File: src/rtl/lcd_cmd_sched.sv
// Command scheduler: buffers host opcodes in a FIFO and issues them one at a time to the LCD controller.
// Optional issue counter output enabled by defining LCD_SCHED_STATS_EN.
module lcd_cmd_sched #(
    parameter int DEPTH   = 8,
    parameter int TIMEOUT = 255,
    parameter int GUARD   = 1
) (
    input  logic                       clk,
    input  logic                       reset,
    input  logic [3:0]                 host_cmd,
    input  logic                       host_valid,
    output logic                       host_ready,
    output logic [3:0]                 lcd_cmd,
    output logic                       lcd_cmd_valid,
    input  logic                       lcd_busy,
    input  logic                       lcd_done,
    output logic [$clog2(DEPTH):0]     fifo_level,
    output logic                       sched_idle,
    output logic                       sched_done,
    output logic                       err_timeout
`ifdef LCD_SCHED_STATS_EN
    ,
    output logic [15:0]                issue_cnt
`endif
);

    localparam int AW = $clog2(DEPTH);
    localparam int LW = AW + 1;
    localparam int TW = (TIMEOUT > 1) ? $clog2(TIMEOUT + 1) : 1;
    localparam int GW = (GUARD > 0) ? $clog2(GUARD + 1) : 1;

    typedef enum logic [1:0] {
        S_IDLE,
        S_WAIT,
        S_WDONE,
        S_DONE
    } state_t;

    state_t          state_q, state_d;
    logic [3:0]      mem_q [DEPTH];
    logic [AW-1:0]   rd_ptr_q, rd_ptr_d;
    logic [AW-1:0]   wr_ptr_q, wr_ptr_d;
    logic [LW-1:0]   level_q, level_d;
    logic [3:0]      lcd_cmd_q, lcd_cmd_d;
    logic            lcd_cmd_valid_q, lcd_cmd_valid_d;
    logic [GW-1:0]   guard_q, guard_d;
    logic [TW-1:0]   tmo_q, tmo_d;
    logic            sched_done_q, sched_done_d;
    logic            err_timeout_q, err_timeout_d;
    logic            full, empty, push, pop;

    always_comb begin
        full            = (level_q == LW'(DEPTH));
        empty           = (level_q == '0);
        host_ready      = !full && (state_q != S_DONE);
        push            = host_valid && host_ready;
        pop             = 1'b0;
        state_d         = state_q;
        lcd_cmd_d       = lcd_cmd_q;
        lcd_cmd_valid_d = 1'b0;
        guard_d         = guard_q;
        tmo_d           = tmo_q;
        sched_done_d    = sched_done_q;
        err_timeout_d   = err_timeout_q;

        case (state_q)
            S_IDLE: begin
                if (!empty && !lcd_busy) begin
                    pop             = 1'b1;
                    lcd_cmd_d       = mem_q[rd_ptr_q];
                    lcd_cmd_valid_d = 1'b1;
                    guard_d         = GW'(GUARD);
                    tmo_d           = '0;
                    state_d         = S_WAIT;
                end
            end
            S_WAIT: begin
                // lcd_cmd_q still holds the in-flight opcode here
                if (guard_q != '0) begin
                    guard_d = guard_q - 1'b1;
                end else if (lcd_cmd_q == 4'h0) begin
                    tmo_d   = '0;
                    state_d = S_WDONE;
                end else if (!lcd_busy) begin
                    state_d = S_IDLE;
                end else if (tmo_q == TW'(TIMEOUT - 1)) begin
                    err_timeout_d = 1'b1;
                    state_d       = S_IDLE;
                end else begin
                    tmo_d = tmo_q + 1'b1;
                end
            end
            S_WDONE: begin
                if (lcd_done) begin
                    sched_done_d = 1'b1;
                    state_d      = S_DONE;
                end else if (tmo_q == TW'(TIMEOUT - 1)) begin
                    err_timeout_d = 1'b1;
                    state_d       = S_IDLE;
                end else begin
                    tmo_d = tmo_q + 1'b1;
                end
            end
            default: begin
                state_d = S_DONE;
            end
        endcase

        rd_ptr_d = pop  ? rd_ptr_q + 1'b1 : rd_ptr_q;
        wr_ptr_d = push ? wr_ptr_q + 1'b1 : wr_ptr_q;
        level_d  = level_q + LW'(push) - LW'(pop);
    end

    always_ff @(posedge clk) begin
        if (reset) begin
            state_q         <= S_IDLE;
            rd_ptr_q        <= '0;
            wr_ptr_q        <= '0;
            level_q         <= '0;
            lcd_cmd_q       <= 4'h0;
            lcd_cmd_valid_q <= 1'b0;
            guard_q         <= '0;
            tmo_q           <= '0;
            sched_done_q    <= 1'b0;
            err_timeout_q   <= 1'b0;
        end else begin
            state_q         <= state_d;
            rd_ptr_q        <= rd_ptr_d;
            wr_ptr_q        <= wr_ptr_d;
            level_q         <= level_d;
            lcd_cmd_q       <= lcd_cmd_d;
            lcd_cmd_valid_q <= lcd_cmd_valid_d;
            guard_q         <= guard_d;
            tmo_q           <= tmo_d;
            sched_done_q    <= sched_done_d;
            err_timeout_q   <= err_timeout_d;
        end
    end

    // Storage needs no reset: entries are only read when the level says they are valid
    always_ff @(posedge clk) begin
        if (push) begin
            mem_q[wr_ptr_q] <= host_cmd;
        end
    end

`ifdef LCD_SCHED_STATS_EN
    logic [15:0] issue_cnt_q, issue_cnt_d;

    always_comb begin
        issue_cnt_d = issue_cnt_q;
        if (lcd_cmd_valid_d && (issue_cnt_q != 16'hFFFF)) begin
            issue_cnt_d = issue_cnt_q + 16'd1;
        end
    end

    always_ff @(posedge clk) begin
        if (reset) begin
            issue_cnt_q <= 16'd0;
        end else begin
            issue_cnt_q <= issue_cnt_d;
        end
    end

    assign issue_cnt = issue_cnt_q;
`endif

    assign lcd_cmd       = lcd_cmd_q;
    assign lcd_cmd_valid = lcd_cmd_valid_q;
    assign fifo_level    = level_q;
    assign sched_idle    = (state_q == S_IDLE) && empty;
    assign sched_done    = sched_done_q;
    assign err_timeout   = err_timeout_q;

endmodule

File: config.mk
export PLATFORM = sky130hd
export DESIGN_NAME = lcd_cmd_sched
export DESIGN_NICKNAME = d
export VERILOG_FILES = /design/src/rtl/lcd_cmd_sched.sv
export SDC_FILE = /design/constraint.sdc
export NUM_CORES = 1
export LEC_CHECK = 0
export CAP_MARGIN = 20
export CORE_ASPECT_RATIO = 0.5
export CORE_UTILIZATION = 40
export CTS_BUF_LIST = sky130_fd_sc_hd__clkbuf_16
export DETAILED_ROUTE_END_ITERATION = 10
export PLACE_DENSITY = 0.61
export RECOVER_POWER = 100
export SLEW_MARGIN = 30
export SYNTH_ARGS = -nofsm -noshare
export SYNTH_HDL_FRONTEND = slang
export SYNTH_SLANG_ARGS = --single-unit
File: constraint.sdc
create_clock -name clk -period 2.3 [get_ports clk]
set_clock_uncertainty 0.15 [all_clocks]
set_input_delay 0.345 -clock clk [delete_from_list [all_inputs] [get_ports clk]]
set_output_delay 0.345 -clock clk [all_outputs]
set_load 0.02 [all_outputs]
==> implementation parameters, run 1 <==
Parameter                              Value

Timing
  Time the final worst path needs with I/O delays and setup ... approximately 2200 ps
  Setup violation total in the final timing report ... 0
  Tcrit/Tclk final ... 96.67%
  Unrepaired setup endpoints after global routing ... no
  Remaining max-slew budget at the tightest pin ... 68.24%
  Number of hold-slack violations in the final timing report ... 0
  FMAX ... 449.8 MHz
  Slew at the pin with the worst max-slew slack ... roughly 480 ps
  Max Transition Viols Final ... 0

Critical path
  Instance count on the critical path ... 9
  Critical path start-end classification ... register to register
  Startpoint types ... register
  Worst path cell trace ... inv_4 > ha_1 > or3b_4 > nand2_4 > ha_4 > inv_2 > ha_4 > fa_2 > nor2b_1
  Startpoint of the worst-slack reg-to-reg timing path ... fifo_level[2]$_SDFF_PP0_
  Crit path buffers/inverters ... 2
  Crit path capture type ... register
  Terminus of the critical flop-to-flop path ... fifo_level[1]$_SDFF_PP0_
  Setup slack of the most critical reg-to-reg path ... approximately 77 ps
  Required time at the endpoint of the critical path ... 2360 ps
  CP top delay family ... adder cells
  Reg2Reg Depth ... 9
  Cell type of the slowest stage on the worst timing path ... fa_2
  Longest individual stage delay on the worst path ... 420 ps
  Highest fanout seen on the critical path ... 3
  WP data arrival ... 2280 ps
  Cell with the most instances on the worst path ... ha_4

Layout
  Fraction of final layout cells sized beyond drive strength 1 ... 19.64%
  Sequential cell area ... 1529 um2
  Number of fill cells in the layout ... between 500 and 600
  Most common cell after layout, fill and taps aside ... edfxtp_1
  Fin nets ... 299
  Multi-input gate area ... 1260 um2
  Share of the core filled with cells ... a little over half
  Area overhead of the layout relative to synthesis ... 26.46%
  Highest-count cells in the layout ignoring fill and taps ... 32 x edfxtp_1, 26 x dfxtp_1, 18 x nor2_1
  Antenna Diode Count ... 0

Route
  Drt initial violations ... 152
  Drc violations ... 0
  Drt via density ... 5.239
  Routed WL ... just under 6000 um
  Via count ... 1,949
  Routed len/inst ... about 16 um
  Number of search-and-repair iterations in the first detailed-routing pass ... 5
  Antenna Nets Post-Route ... 0

Yosys
  Number of enable flip-flop cells after synthesis ... 32
  Netlist area before placement ... 2828 um2
  Proportion of register bits with asynchronous set or reset after synthesis ... 0%
  Warning count from the yosys run ... 0
  Largest family of logic cells by synthesized area ... compound AO/OA/AOI/OAI gates
  Register area share after synthesis ... 53.81%
  Multiplexer area fraction after synthesis ... 8.496%
  Share of synthesized cell area in full adder, half adder and majority cells ... 6.903%
  Average size of a mapped cell ... 12.08 um2
  Cells after Synth ... about 230
  Simple-Gate Fraction of Synth Area ... 12.21%
  Synthesized netlist net count ... 258
  Predominant post-synthesis flop cell ... edfxtp_1
  Area share of xor/xnor cells in the synthesized design ... 1.858%
  Synthesized-area fraction occupied by ao, oa, aoi and oai cells ... between 10% and 20%
  Number of flip-flops and latches in the synthesized netlist ... 60
  Cell variety after synth ... 51

Clock network
  H-Tree Level Count ... 3
  Clock latency at the later pin of the worst-skew pair ... 330 ps
  Clock tree buffer depth ... 2
  Clock buffer count from CTS ... 9
  Clock Root Buffer ... clkbuf_16
  Clock-pin slew on the worst setup and hold paths ... 50 ps
  CTS tree ... yes
  Clock sink total ... 60
  Number of buffers inserted by hold repair at cts ... 0

Placed design
  Estimated wirelength of the detail-placed design ... 4148 um
  GPL Wtd Cong ... 0.7889
  Port buffer count ... 21

Flow run
  MaxCap Viol Count ... 0

Power
  Power per cell area ... 1194 nW/um2
  Static leakage ... roughly 1.3 nW
  Overall power of the completed layout ... 4.269 mW
  Peak supply drop ... 667.1 uV

Min path
  Hold WC Path Type ... register to register
  Worst Hold End ... sched_done$_SDFFE_PP0P_
  Number of cells traversed by the worst hold path ... 2
  Launch instance of the worst min-delay path ... sched_done$_SDFFE_PP0P_

Global routing
  Layer with the highest usage ... met2
  GR met3 Demand/Resource ... under 10%
  Global Route Usage Sum ... 17.67%
  Number of antenna violations at the first check in global routing ... 0
  Global routing usage on met1 ... approximately 20%
  First-pass GRT wire length ... about 9400 um
  Fraction of met2 tracks used by global routing ... 30.20%
  Largest net degree at the start of global routing ... 20
  Total congestion overflow after global routing ... 0
  Via count of the first global-routing pass ... 1,913

Outcome
  Status ... completed

Die
  Die width ... approximately 120 um
  Top-level port count ... 22
  Placeable core area ... a little under 7000 um2
  Starting Density ... 41.88%
  Die outline height ... roughly 61 um
  Std-Cell Rows ... 21
  Floorplan die area ... 7430 um2
[registers in the layout, indices dropped and copies added, names as in the netlist]
signal / flops
mem_q: 32
tmo_q: 8
fifo_level: 4
lcd_cmd: 4
rd_ptr_q: 3
wr_ptr_q: 3
state_q: 2
err_timeout: 1
guard_q: 1
lcd_cmd_valid: 1
sched_done: 1
[repair_timing]
action | in CTS | in global routing
setup endpoints to repair | 2 | 4
buffers inserted | 0 | 1
cloned | 0 | 0
pin swaps | 0 | 1
resized for setup | 2 | 3
hold endpoints to repair | 0 | 0
[tightest hold or removal path, delay by kind of cell, from the launching register on]
| family | cells | cell delay (ps) |
|---|---|---|
| flip-flops | 1 | 320 |
| AND/OR/NAND/NOR | 1 | 70 |
| AO/OA/AOI/OAI | 1 | 40 |
[how the worst max path moves through the flow]
stage	start	to	slack, ps
4_1_cts	fifo_level[2]$_SDFF_PP0_	host_ready	40
2_1_floorplan	fifo_level[3]$_SDFF_PP0_	fifo_level[1]$_SDFF_PP0_	-40
3_5_place_dp	host_valid	fifo_level[2]$_SDFF_PP0_	-140
6_report	fifo_level[2]$_SDFF_PP0_	fifo_level[1]$_SDFF_PP0_	80
5_1_grt	fifo_level[2]$_SDFF_PP0_	fifo_level[1]$_SDFF_PP0_	4
3_3_place_gp	host_valid	fifo_level[2]$_SDFF_PP0_	-130
[report_power, final]
group,switching (mW),leakage [nW],internal [mW],total (mW)
combinational,0.807,0.610,0.709,1.52
sequential,0.144,0.520,1.28,1.43
clock,0.487,0.138,0.840,1.33
total,1.44,1.27,2.83,4.27
[final cells by class]
class | count | area share (%)
Clock buffer | 9 | 6.298
Clock inverter | 7 | 2.099
Inverter | 16 | 1.749
Multi-Input combinational cell | 148 | 35.23
Sequential cell | 60 | 42.76
Tap cell | 92 | 3.219
Timing Repair Buffer | 40 | 8.642
[synthesized netlist by cell type, types with 2 or more instances]
cell	n	area, um2
mux4_2	8	180.2
xnor2_1	3	26.28
a32o_1	4	40.04
or3b_2	2	17.52
o211ai_1	4	30.03
nor2_1	18	67.56
and3_1	3	18.77
mux2i_1	6	60.06
nor3_1	7	35.03
a31oi_1	3	18.77
xor2_1	3	26.28
nand3_1	7	35.03
nor4_1	2	12.51
and4_1	2	17.52
nand2b_1	2	12.51
inv_1	16	60.06
clkbuf_1	3	11.26
dfxtp_1	28	560.5
ha_1	14	175.2
buf_1	2	7.510
a21oi_1	11	55.05
edfxtp_1	32	960.9
nor2b_1	5	31.28
o21ai_0	9	45.04
buf_2	3	15.01
nand2_1	9	33.78
a211oi_1	3	22.52
a311oi_1	2	17.52
[logic make-up (layout without fill, tap and decap cells)]
logic type,after synthesis,after routing
AND/OR/NAND/NOR,65,65
flip-flops,60,60
AO/OA/AOI/OAI,48,48
buffers and inverters,26,72
adder cells (fa/ha/maj),15,15
multiplexers,14,14
XOR/XNOR,6,6
[metal layers]
layer	part of all wire, %	up-vias
met4	1.4	0
met5	0	-
met2	49	19
met1	46	947
met3	3.5	10
li1	-	973
[per-stage QoR]
stage	setup slack (ps)	setup TNS [ps]	instance area, um2	hold WS (ps)	instances
CTS	43.43	0	3613	322.4	371
floorplan	-35.89	-50.29	2918	293.9	234
finish	76.67	0	3576	311.1	372
global route	3.975	0	3576	355.6	372
global placement	-128.2	-247.5	3316	303.4	355
detailed placement	-143.8	-293.6	3316	311.3	355
No activity file was read; power rests on OpenSTA's default activity.
==> run 2: changes to the inputs <==
PLACE_DENSITY = not set   (was 0.61)
==> run 2 against run 1 <==
  * Routed wire length up 2.2%
  * Via count rose by 2.1%
  * Cell area hardly changed
  * Fmax rose by 0.10%
  * Clock-buffer cell count is the same
  * First-iteration DRC count fell by 53%
  * Sequential power about the same
  * Cell count is 0.27% higher
==> implementation parameters, run 2 (same netlist as run 1, synthesis figures left out) <==
Parameter                              Value

Route
  Routed len/inst ... 15.96 um (+1.9%)
  Routed WL ... 5952 um (+2.2%)
  Antenna Nets Post-Route ... 0 (unchanged)
  Drt via density ... 5.332 (+1.8%)
  DR WL met2 ... 2837 um (about the same)
  Drc violations ... 0 (unchanged)
  DRT met1 WL ... 2797 um (+3.6%)
  Via count ... 1,989 (+2.1%)
  Top layer used by detailed routing ... met4
  Drt initial violations ... 71 (-53%)
  Met3 Routed Length ... 228 um (+11%)
  Number of search-and-repair iterations in the first detailed-routing pass ... 4 (-1)

Clock network
  CTS tree ... yes
  Clock tree buffer depth ... 2 (unchanged)
  Clock Root Buffer ... clkbuf_16
  Clock latency at the later pin of the worst-skew pair ... 330 ps (about the same)
  Clock buffer count from CTS ... 9 (unchanged)
  Clock-pin slew on the worst setup and hold paths ... 50 ps (about the same)
  Clock sink total ... 60 (unchanged)
  H-Tree Level Count ... 3 (unchanged)

Global routing
  Global Route Usage Sum ... 18.13% (+0.45 points)
  Total congestion overflow after global routing ... 0 (unchanged)
  First-pass GRT wire length ... 9570 um (+1.9%)
  Largest net degree at the start of global routing ... 20 (unchanged)
  Via count of the first global-routing pass ... 1,920 (+0.37%)
  Number of antenna violations at the first check in global routing ... 0 (unchanged)

Die
  Die width ... 120.9 um (unchanged)
  Starting Density ... 41.88% (unchanged)
  Placeable core area ... 6753 um2 (unchanged)
  Std-Cell Rows ... 21 (unchanged)
  Top-level port count ... 22 (unchanged)
  Floorplan die area ... 7430 um2 (unchanged)
  Die outline height ... 61.46 um (unchanged)

Power
  Part of the total power dissipated in sequential elements ... 33.5% (about the same)
  Combinational share of power ... 35.8% (+0.3 points)
  Peak supply drop ... 534.0 uV (-20%)
  Static leakage ... 1.252 nW (-1.3%)
  Cell Int Power ... 2.822 mW (-0.35%)
  Net switching power figure ... 1.413 mW (-1.7%)
  Power per cell area ... 1183 nW/um2 (-0.88%)
  Overall power of the completed layout ... 4.235 mW (-0.81%)
  Clock network fraction of design power ... 30.8% (-0.3 points)
  Switching part of the total power ... 33.37% (-0.31 points)

Min path
  Hold WC Path Type ... register to register

Layout
  Final non-filler cell total ... 373 (+0.27%)
  Largest registers ... mem_q (32), tmo_q (8)
  Antenna Diode Count ... 0 (unchanged)
  Number of fill cells in the layout ... 564 (-4.1%)
  Fin nets ... 300 (+0.33%)
  Register ranked first by flip-flop count ... mem_q
  Fraction of final layout cells sized beyond drive strength 1 ... 18.86% (-0.78 points)
  Most common cell after layout, fill and taps aside ... edfxtp_1
  Post-route design area ... 3578 um2 (about the same)
  Number of flip-flops in the largest register ... 32 (unchanged)
  Highest-count cells in the layout ignoring fill and taps ... 32 x edfxtp_1, 27 x dfxtp_1, 18 x nor2_1
  Area overhead of the layout relative to synthesis ... 26.55% (about the same)

Placed design
  Port buffer count ... 21 (unchanged)
  Cell count after placement ... 355 (unchanged)
  Setup Slack @ Placement ... -175.9 ps (-32.12 ps)
  Placed cell areas ... 3316 um2 (unchanged)
  GPL Wtd Cong ... 0.8132 (+3.1%)
  Estimated wirelength of the detail-placed design ... 4196 um (+1.2%)

Timing
  Time the final worst path needs with I/O delays and setup ... 2221 ps (-2.267 ps)
  Setup violation total in the final timing report ... 0 (unchanged)
  Number of hold-slack violations in the final timing report ... 0 (unchanged)
  Unrepaired setup endpoints after global routing ... no
  FMAX ... 450.2 MHz (+0.10%)
  Slew at the pin with the worst max-slew slack ... 789.2 ps (+312.8 ps)
  Worst setup slack after layout ... 78.94 ps (+2.267 ps)
  Remaining max-slew budget at the tightest pin ... 47.38% (-21 points)
  Tcrit/Tclk final ... 96.57% (-0.099 points)
  Max Transition Viols Final ... 0 (unchanged)

Critical path
  Critical path start-end classification ... register to register
  Crit path capture type ... register
  Required time at the endpoint of the critical path ... 2370 ps (about the same)
  Startpoint types ... register
  WP data arrival ... 2290 ps (about the same)
  Highest fanout seen on the critical path ... 3 (unchanged)

Outcome
  Status ... completed

Flow run
  MaxCap Viol Count ... 0 (unchanged)
-- run 2: cell types whose count changed in the layout (fill, tap and decap cells not counted), sizes merged --
cell / previous run / this run
dlygate4sd3: 15 / 12
buf: 8 / 7
clkdlybuf4s50: 4 / 7
clkbuf: 20 / 22
-- run 2: routing by layer --
metal	vias to the layer above	global-route usage [%]
li1	970	-
met1	988	21.13
met2	23	30.94
met3	8	7.315
met4	0	7.055
met5	-	0
-- run 2: power by group through the flow --
stage / clock network [mW] / logic, mW / registers [mW]
after floorplan: 0 / 1.07 / 1.49
after global placement: 0 / 1.56 / 1.44
after detailed placement: 0 / 1.57 / 1.45
after CTS: 1.33 / 1.57 / 1.43
after global routing: 1.37 / 1.70 / 1.44
final: 1.30 / 1.52 / 1.42
-- run 2: path summary, 6_finish.rpt --
path / slack (ps) / from / cells past startpoint / endpoint
setup / recovery: 80 / fifo_level[2]$_SDFF_PP0_ / 9 / fifo_level[1]$_SDFF_PP0_
hold / removal: 330 / err_timeout$_SDFFE_PP0P_ / 2 / err_timeout$_SDFFE_PP0P_
setup reg to reg: 80 / fifo_level[2]$_SDFF_PP0_ / 9 / fifo_level[1]$_SDFF_PP0_
hold reg to reg: 330 / err_timeout$_SDFFE_PP0P_ / 2 / err_timeout$_SDFFE_PP0P_
-- run 2: what timing repair did --
| item | 4_1_cts | 5_1_grt |
|---|---|---|
| resized for setup | 2 | 6 |
| endpoints found under the setup margin | 2 | 4 |
| pin swaps | 0 | 3 |
| buffers inserted | 0 | 2 |
| hold buffers | 0 | 0 |
-- run 2: worst max-delay path: stages (launching register included) --
cell	delay, ps
dfxtp_1	330
inv_4	80
ha_4	130
or3b_4	400
nand2_4	100
ha_4	200
inv_2	60
ha_4	120
fa_2	420
nor2b_4	130
-- run 2: per-stage QoR --
step                      TNS [ps]  utilization (%)  hold WS (ps)
after CTS                        0            53.42         336.1
after floorplan             -50.29                -         293.9
final                            0            52.99         326.0
after detailed placement    -345.5            49.10         317.0
after global routing             0            52.99         367.3
after global placement      -232.2            49.10         305.8
-- run 2: final cells by class --
cell class              instances  area, um2  share of cell area (%)
clock inverters                 7      68.82                   1.923
well taps                      92      115.1                   3.217
multi-input cells             148       1271                   35.52
repair buffers                 41      310.3                   8.671
clock buffers                   9      225.2                   6.294
flip-flops and latches         60       1525                   42.62
inverters                      16      62.56                   1.748
